--- config.mk ---
export PLATFORM = sky130hd
export DESIGN_NAME = cpu_fetch_decode_flat
export DESIGN_NICKNAME = d
export VERILOG_FILES = /design/src/rtl/cpu_pkg.sv /design/src/rtl/cpu_fetch_decode_if.sv /design/src/rtl/cpu_imm_gen.sv /design/src/rtl/cpu_fetch_decode.sv /design/src/flat_wrapper.sv
export SDC_FILE = /design/constraint.sdc
export NUM_CORES = 1
export LEC_CHECK = 0
export CORE_UTILIZATION = 30
export DETAILED_ROUTE_END_ITERATION = 7
export GPL_ROUTABILITY_DRIVEN = 0
export PLACE_DENSITY = 0.6
export SLEW_MARGIN = 20
export SYNTH_ARGS = -nofsm -noshare
export SYNTH_HDL_FRONTEND = slang
export SYNTH_SLANG_ARGS = --single-unit
--- constraint.sdc ---
create_clock -name clk -period 2.2 [get_ports clk]
set_clock_uncertainty 0.05 [all_clocks]
set_input_delay 0.55 -clock clk [delete_from_list [all_inputs] [get_ports clk]]
set_output_delay 0.55 -clock clk [all_outputs]
set_load 0.1 [all_outputs]
--- src/rtl/cpu_pkg.sv ---
// Shared RV32I definitions for the fetch/decode slice: base opcodes,
// fetch FSM encoding and the NOP word substituted on a fetch timeout.
package cpu_pkg;

   localparam logic [6:0] OP_LUI    = 7'b0110111;
   localparam logic [6:0] OP_AUIPC  = 7'b0010111;
   localparam logic [6:0] OP_JAL    = 7'b1101111;
   localparam logic [6:0] OP_JALR   = 7'b1100111;
   localparam logic [6:0] OP_BRANCH = 7'b1100011;
   localparam logic [6:0] OP_LOAD   = 7'b0000011;
   localparam logic [6:0] OP_STORE  = 7'b0100011;
   localparam logic [6:0] OP_IMM    = 7'b0010011;
   localparam logic [6:0] OP_OP     = 7'b0110011;
   localparam logic [6:0] OP_FENCE  = 7'b0001111;
   localparam logic [6:0] OP_SYSTEM = 7'b1110011;

   localparam logic [31:0] NOP_INSTR = 32'h0000_0013;

   typedef enum logic [2:0] {
      S_IDLE   = 3'd0,
      S_REQ    = 3'd1,
      S_WAIT   = 3'd2,
      S_DECODE = 3'd3,
      S_HOLD   = 3'd4
   } fetch_state_t;

endpackage

--- src/rtl/cpu_fetch_decode_if.sv ---
// Instruction-memory read port: req/ready request phase, rvalid data phase.
interface cpu_fetch_decode_if #(
   parameter int XLEN = 32
);
   logic            imem_req;
   logic [XLEN-1:0] imem_addr;
   logic            imem_ready;
   logic            imem_rvalid;
   logic [31:0]     imem_rdata;

   modport master (
      output imem_req, imem_addr,
      input  imem_ready, imem_rvalid, imem_rdata
   );

   modport slave (
      input  imem_req, imem_addr,
      output imem_ready, imem_rvalid, imem_rdata
   );
endinterface

--- src/rtl/cpu_imm_gen.sv ---
// Combinational RV32I control-flow classifier and PC-offset generator.
module cpu_imm_gen
   import cpu_pkg::*;
#(
   parameter int XLEN = 32
) (
   input  logic [31:0]     i_instr,
   output logic            o_branch,
   output logic            o_jal,
   output logic            o_jalr,
   output logic            o_illegal,
   output logic [XLEN-1:0] o_offset
);

   logic [6:0] w_op;
   assign w_op = i_instr[6:0];

   always_comb begin
      o_branch  = 1'b0;
      o_jal     = 1'b0;
      o_jalr    = 1'b0;
      o_illegal = 1'b0;
      o_offset  = '0;
      unique case (w_op)
         OP_BRANCH: begin
            o_branch = 1'b1;
            o_offset = {{(XLEN-12){i_instr[31]}}, i_instr[7],
                        i_instr[30:25], i_instr[11:8], 1'b0};
         end
         OP_JAL: begin
            o_jal    = 1'b1;
            o_offset = {{(XLEN-20){i_instr[31]}}, i_instr[19:12],
                        i_instr[20], i_instr[30:21], 1'b0};
         end
         // a JALR opcode with nonzero funct3 is not a jump
         OP_JALR: begin
            if (i_instr[14:12] == 3'b000) begin
               o_jalr   = 1'b1;
               o_offset = {{(XLEN-12){i_instr[31]}}, i_instr[31:20]};
            end
         end
         OP_LUI, OP_AUIPC, OP_LOAD, OP_STORE,
         OP_IMM, OP_OP, OP_FENCE, OP_SYSTEM: ;
         default: o_illegal = 1'b1;
      endcase
   end

endmodule

--- src/rtl/cpu_fetch_decode.sv ---
// Fetch/decode stage feeding the multicycle PC unit.
// Optional rvalid watchdog: define FETCH_TIMEOUT_EN.
module cpu_fetch_decode
   import cpu_pkg::*;
#(
   parameter int XLEN = 32
`ifdef FETCH_TIMEOUT_EN
   , parameter int TIMEOUT_CYCLES = 16
`endif
) (
   input  logic            clk,
   input  logic            reset,
   input  logic            start,
   input  logic            flush,
   input  logic [XLEN-1:0] pc,
   cpu_fetch_decode_if.master imem,
   output logic [31:0]     instr,
   output logic            decode_valid,
   output logic            branch,
   output logic            jal,
   output logic            jalr,
   output logic [XLEN-1:0] offset,
   output logic [4:0]      rs1,
   output logic [4:0]      rs2,
   output logic [4:0]      rd,
   output logic [2:0]      funct3,
   output logic            misaligned,
   output logic            illegal
`ifdef FETCH_TIMEOUT_EN
   , output logic          fetch_timeout
`endif
);

   fetch_state_t    r_state;
   logic [XLEN-1:0] r_addr;
   logic [31:0]     r_instr;
   logic            r_dv, r_mis, r_ill;
   logic            r_br, r_jal, r_jalr;
   logic [XLEN-1:0] r_off;
   logic [4:0]      r_rs1, r_rs2, r_rd;
   logic [2:0]      r_f3;
   logic            w_br, w_jal, w_jalr, w_ill;
   logic [XLEN-1:0] w_off;

`ifdef FETCH_TIMEOUT_EN
   localparam int CW = $clog2(TIMEOUT_CYCLES + 1);
   logic [CW-1:0] r_cnt;
   logic          r_to;
   logic          w_expire;
   assign w_expire      = (r_cnt == CW'(TIMEOUT_CYCLES - 1));
   assign fetch_timeout = r_to;
`endif

   cpu_imm_gen #(.XLEN(XLEN)) u_imm (
      .i_instr   (r_instr),
      .o_branch  (w_br),
      .o_jal     (w_jal),
      .o_jalr    (w_jalr),
      .o_illegal (w_ill),
      .o_offset  (w_off)
   );

   always_ff @(posedge clk) begin
      if (reset) begin
         r_state <= S_IDLE;
         r_addr  <= '0;
         r_instr <= '0;
         r_dv    <= 1'b0;
         r_mis   <= 1'b0;
         r_ill   <= 1'b0;
         r_br    <= 1'b0;
         r_jal   <= 1'b0;
         r_jalr  <= 1'b0;
         r_off   <= '0;
         r_rs1   <= '0;
         r_rs2   <= '0;
         r_rd    <= '0;
         r_f3    <= '0;
`ifdef FETCH_TIMEOUT_EN
         r_cnt   <= '0;
         r_to    <= 1'b0;
`endif
      end else if (flush) begin
         r_state <= S_IDLE;
         r_dv    <= 1'b0;
`ifdef FETCH_TIMEOUT_EN
         r_to    <= 1'b0;
`endif
      end else begin
         unique case (r_state)
            S_IDLE, S_HOLD: begin
               if (start) begin
                  r_addr <= pc;
                  r_dv   <= 1'b0;
                  r_mis  <= 1'b0;
`ifdef FETCH_TIMEOUT_EN
                  r_cnt  <= '0;
                  r_to   <= 1'b0;
`endif
                  // misaligned pc never reaches memory
                  if (pc[1:0] != 2'b00) begin
                     r_state <= S_HOLD;
                     r_dv    <= 1'b1;
                     r_mis   <= 1'b1;
                     r_br    <= 1'b0;
                     r_jal   <= 1'b0;
                     r_jalr  <= 1'b0;
                     r_ill   <= 1'b0;
                     r_off   <= '0;
                  end else begin
                     r_state <= S_REQ;
                  end
               end
            end
            S_REQ: begin
`ifdef FETCH_TIMEOUT_EN
               r_cnt <= r_cnt + 1'b1;
               if (w_expire) begin
                  r_instr <= NOP_INSTR;
                  r_to    <= 1'b1;
                  r_state <= S_DECODE;
               end else
`endif
               if (imem.imem_ready) r_state <= S_WAIT;
            end
            S_WAIT: begin
`ifdef FETCH_TIMEOUT_EN
               r_cnt <= r_cnt + 1'b1;
`endif
               if (imem.imem_rvalid) begin
                  r_instr <= imem.imem_rdata;
                  r_state <= S_DECODE;
               end
`ifdef FETCH_TIMEOUT_EN
               else if (w_expire) begin
                  r_instr <= NOP_INSTR;
                  r_to    <= 1'b1;
                  r_state <= S_DECODE;
               end
`endif
            end
            S_DECODE: begin
               r_br    <= w_br;
               r_jal   <= w_jal;
               r_jalr  <= w_jalr;
               r_ill   <= w_ill;
               r_off   <= w_off;
               r_rs1   <= r_instr[19:15];
               r_rs2   <= r_instr[24:20];
               r_rd    <= r_instr[11:7];
               r_f3    <= r_instr[14:12];
               r_dv    <= 1'b1;
               r_state <= S_HOLD;
            end
            default: r_state <= S_IDLE;
         endcase
      end
   end

   assign imem.imem_req  = (r_state == S_REQ);
   assign imem.imem_addr = r_addr;
   assign instr          = r_instr;
   assign decode_valid   = r_dv;
   assign branch         = r_br;
   assign jal            = r_jal;
   assign jalr           = r_jalr;
   assign offset         = r_off;
   assign rs1            = r_rs1;
   assign rs2            = r_rs2;
   assign rd             = r_rd;
   assign funct3         = r_f3;
   assign misaligned     = r_mis;
   assign illegal        = r_ill;

endmodule

--- src/flat_wrapper.sv ---
// flat-port wrapper written by rule: the top's interface ports become plain ports
module cpu_fetch_decode_flat import cpu_pkg::*;
#(
   parameter int XLEN = 32

)
  (clk, reset, start, flush, pc, instr, decode_valid, branch, jal, jalr, offset, rs1, rs2, rd, funct3, misaligned, illegal, imem_imem_req, imem_imem_addr, imem_imem_ready, imem_imem_rvalid, imem_imem_rdata);
  cpu_fetch_decode_if #(.XLEN(XLEN)) imem_i ();
  input  logic clk;
  input  logic reset;
  input  logic start;
  input  logic flush;
  input  logic [XLEN-1:0] pc;
  output logic [31:0] instr;
  output logic decode_valid;
  output logic branch;
  output logic jal;
  output logic jalr;
  output logic [XLEN-1:0] offset;
  output logic [4:0] rs1;
  output logic [4:0] rs2;
  output logic [4:0] rd;
  output logic [2:0] funct3;
  output logic misaligned;
  output logic illegal;
  output wire logic [$bits(imem_i.imem_req)-1:0] imem_imem_req;
  output wire logic [$bits(imem_i.imem_addr)-1:0] imem_imem_addr;
  input wire logic [$bits(imem_i.imem_ready)-1:0] imem_imem_ready;
  input wire logic [$bits(imem_i.imem_rvalid)-1:0] imem_imem_rvalid;
  input wire logic [$bits(imem_i.imem_rdata)-1:0] imem_imem_rdata;
  assign imem_imem_req = imem_i.imem_req;
  assign imem_imem_addr = imem_i.imem_addr;
  assign imem_i.imem_ready = imem_imem_ready;
  assign imem_i.imem_rvalid = imem_imem_rvalid;
  assign imem_i.imem_rdata = imem_imem_rdata;
  cpu_fetch_decode #(.XLEN(XLEN)) u_core (.clk(clk), .reset(reset), .start(start), .flush(flush), .pc(pc), .imem(imem_i), .instr(instr), .decode_valid(decode_valid), .branch(branch), .jal(jal), .jalr(jalr), .offset(offset), .rs1(rs1), .rs2(rs2), .rd(rd), .funct3(funct3), .misaligned(misaligned), .illegal(illegal));
endmodule
### Word level (Yosys, flattened, before mapping)

Index checks and enable logic that the tools add are counted.

* output and inout bits: 121
* logic and storage cells: 71
* input bits: 70
* register bits after elaboration: 123

* bitwise logic cells: 1
* mux-type cells: 24
* reduce and logical (&&, ||, !) cells: 13
* equal/unequal tests: 19

Operator list (count)
* 32-bit two-way mux: 3
* 32-bit one-hot mux with 3 select lines: 1
* 32-bit one-hot mux with 2 select lines: 1
* 7-bit equality test (second input constant): 4
* 7-bit by 6-bit equality test with 1-bit output (second input constant): 3
* 7-bit by 5-bit equality test with 1-bit output (second input constant): 2
* 3-bit two-way mux: 4
* 3-bit one-hot mux with 4 select lines: 1
* 11-bit OR reduction: 1
* 1-bit one-hot mux with 2 select lines: 5
* 1-bit two-way mux: 9
* 3-bit AND reduction: 3
* 7-bit by 2-bit equality test with 1-bit output (second input constant): 1
* 7-bit by 4-bit equality test with 1-bit output (second input constant): 1
* 3-bit by 2-bit equality test with 1-bit output (second input constant): 2
* 3-bit logical NOT: 2
* 2-bit by 1-bit != test with 1-bit output (second input constant): 2
* 2-bit != test (second input constant): 2
* 2-bit AND reduction: 2
* 4-bit AND reduction: 1
* 2-bit nonzero test: 2
* 2-bit OR reduction: 2
* 3-bit by 1-bit equality test with 1-bit output (second input constant): 1
* 3-bit equality test (second input constant): 1
* 1-bit inverter: 1

### Depth between registers and ports, before layout

* depth after elaboration: 4
* mapped depth: 7
* gate-level depth less buffers: 4

### Cells and area by module

Synthesis repeated with hierarchy kept, for this count alone.

* cell total of the unflattened synthesis: 624
* area total of the unflattened synthesis: 5139.9 um^2

By module, submodules not included
* cpu_fetch_decode: instances 1, cells an instance 566, seq. area each 2462.4 um^2, area each 4684.5 um^2
* cpu_imm_gen: instances 1, cells an instance 58, seq. area each 0.0 um^2, area each 455.4 um^2

### Worst setup path before layout

OpenSTA, ideal clock, no wires.

* path kind: register -> output
* start: register u_core.r_state[0]
* end: output port imem_imem_req
* data required time: 1600 ps
* data arrival time: 2789 ps
* path slack: -1189 ps
* buffers on the path: 1
* stages on the path, launching flop included: 3
* cell sequence: dfxtp_1 > buf_2 > nor3b_1

* cells in the longest elaborated chain, start to end: 1

Ends and longest elaborated chain
* start: declaration: RTL line cpu_fetch_decode.sv:34 `fetch_state_t r_state;`
* start signal: assignment: RTL line cpu_fetch_decode.sv:65 `r_state <= S_IDLE;`
* start signal: assignment: RTL line cpu_fetch_decode.sv:84 `r_state <= S_IDLE;`
* start signal: assignment: RTL line cpu_fetch_decode.sv:102 `r_state <= S_HOLD;`
* 3-bit by 1-bit equality test with 1-bit output: RTL line cpu_fetch_decode.sv:160 `assign imem.imem_req = (r_state == S_REQ);`
* end: declaration: RTL line flat_wrapper.sv:26 `output wire logic [$bits(imem_i.imem_req)-1:0] imem_imem_req;`

No other way between the ends.

### Final worst setup path

Same ends and word-level chain as after synthesis.

==> flow_summary.toml <==
[global_route]
antenna_found_initial = 0
grt_overflow = 0
grt_pass1_vias = 4007
grt_max_degree = 42
grt_pass1_wl_mm = 20.99
grtUsageTotal_pct = 18.38

[cts]
clkTransAtPathRegs_ps = 70
tritoncts = "yes"
root_buffer = "clkbuf_16"
htreeDepth = 3
cts_buffer_depth = 2
cts_setup_buffers = 0
cts.sink_count = 112
clock_latency_ps = 350
cts_made_buffers = 9
hold_buffers = 0
cts_resized = 0

[synth]
ys_seq_area_share_pct = 51.41
yosys_warnings = 0
synth.area.top_cells = "dfxtp_1 (51%), nand2_1 (16%), a21oi_1 (12%)"
yosysUniqueCellTypes = 37
synth_common_cells = "nand2_1 (183), dfxtp_1 (112), a21oi_1 (101)"
synthArstFlopShare_pct = 0
synthCells = 548
syn_area_mm2 = 0.004362
synth_edf_count = 0
syn_area_per_cell_um2 = 7.959
synth_ff_type = "dfxtp_1"
synth_fp_nets = 618
synth_top_area_cell = "dfxtp_1"
synth_seq_cells = 112
synth_most_common_cell = "nand2_1"
synth.top_cell.area_share_pct = 51.41

[worst_setup_path]
criticalPathCategory = "reg -> out"
arrival_ps = 1500
path_max_fanout = 12
required_ps = 1600
start_kind = "flip-flop"
end_kind = "output port"

[timing]
setup_violations = 0
hold_violations = 0
slew_viol_final = 0
layout_setup_ws_ps = 100.1
worst_pin_slew_ps = 639.6
max_freq_mhz = 476.2
holdWs_ps = 407.0
fin_crit_sh_pct = 95.45
rsz0062_at_grt = "no"
period_needed_ps = 2100
slew_headroom_pct = 57.36

[final_layout]
fillers = 1342
antennaDiodeCount = 0
final_area_mm2 = 0.006802
syn_to_final_growth_pct = 55.94
nets = 794
post_route_cells_drive_above_1_share_pct = 23.46
final_cells = 909

[place]
numPortBuffers = 190
placed_area_mm2 = 0.006525
dp_hpwl_mm = 9.983
preCtsSetupSlack_ps = -123.5
place_inst = 893

[drt]
drtIter0Drc = 248
vias = 4311
ant_nets = 0
finalWirelength_mm = 13.87
drt-pass1-iter-count = 4
viasPerCell = 4.743
drcViolationCount = 0
wl_per_cell_um = 15.26

[power_and_ir_drop]
power_mw = 4.221
leakage_nw = 2.636
pwr_density_cell_mw_per_mm2 = 620.6
peakVddDrop_v = 0.0003829

[run]
max-cap-violations = 0

[floorplanning]
start_util_pct = 31.06
rows = 43
chipHeight_um = 122.6
die_w_um = 122.6
fp.dieArea_mm2 = 0.01502
core_mm2 = 0.01404
io_pins = 191

[status]
status = "completed"

[hold_path]
holdCritPathClass = "reg -> reg"
[placed cells by master, fill, tap and decap left out, drive strengths merged, types with 2 or more instances in the layout]
cell | synthesis | routed
nand2b | 7 | 7
inv | 4 | 5
clkdlybuf4s50 | 0 | 68
nand3b | 3 | 3
nor2b | 3 | 3
a32oi | 13 | 13
nand2 | 183 | 183
clkinvlp | 0 | 2
nor3 | 3 | 3
nor4b | 2 | 2
nor3b | 2 | 2
nor2 | 19 | 19
buf | 24 | 148
and3 | 11 | 11
clkbuf | 27 | 13
o21ai | 17 | 17
a21oi | 102 | 102
a2111oi | 2 | 2
dfxtp | 112 | 112
[flip-flops by register name, summed over array words and instances, names as in the netlist]
name                   count
u_core.imem.imem_addr     32
u_core.instr              32
u_core.branch              1
u_core.misaligned          1
u_core.illegal             1
u_core.decode_valid        1
u_core.funct3              3
u_core.jalr                1
u_core.jal                 1
u_core.rd                  5
u_core.rs2                 5
u_core.rs1                 5
u_core.offset             21
u_core.r_state             3
[worst max-delay path, stage by stage, from the launching register on]
cell     delay, ps
dfxtp_1        640
nor3b_4        310
buf_12         200
[metal layers]
metal	GRT usage, %	share of wire (%)
met3	6.691	8.1
met5	0	0
met1	21.83	42
met4	5.183	1.4
met2	30.93	49
[final cells by class]
type                            count  area, um^2  area share [%]
Clock buffer                       13       250.2           3.679
Tap cell                          180       225.2           3.311
Inverter                            4       15.01          0.2208
Multi-Input combinational cell    381        1861           27.35
Clock inverter                      3       26.28          0.3863
Sequential cell                   112        2245           33.00
Timing Repair Buffer              216        2180           32.05
[where the power goes]
part           leakage, nW  internal (mW)  switching, mW
sequential           0.907           2.06         0.0228
clock                0.128          0.810          0.756
combinational         1.60          0.207          0.366
total                 2.64           3.08           1.14
[through the flow]
step	setup TNS (ps)	util, %
after floorplan	0	-
after global placement	-751.1	46.47
after detailed placement	-1880	46.47
after CTS	0	48.44
after global routing	0	48.44
final	0	48.44
[logic make-up after synthesis]
| family | Yosys count | share of synthesized area [%] |
|---|---|---|
| AND/OR/NAND/NOR | 242 | 24.10 |
| buffers and inverters | 55 | 6.397 |
| flip-flops | 112 | 51.41 |
| AO/OA/AOI/OAI | 139 | 18.10 |
[final timing paths]
| check | start | depth (start not counted) | end | slack (ps) |
|---|---|---|---|---|
| worst max-delay path | u_core.r_state[0]$_SDFFE_PP0P_ | 2 | imem_imem_req | 100 |
| worst min-delay path | u_core.offset[0]$_SDFFE_PP0P_ | 2 | u_core.offset[0]$_SDFFE_PP0P_ | 410 |
| worst max register to register | u_core.r_state[0]$_SDFFE_PP0P_ | 5 | u_core.offset[13]$_SDFFE_PP0P_ | 400 |
| worst min register to register | u_core.offset[0]$_SDFFE_PP0P_ | 2 | u_core.offset[0]$_SDFFE_PP0P_ | 410 |
(Power assumes the default switching activity.)
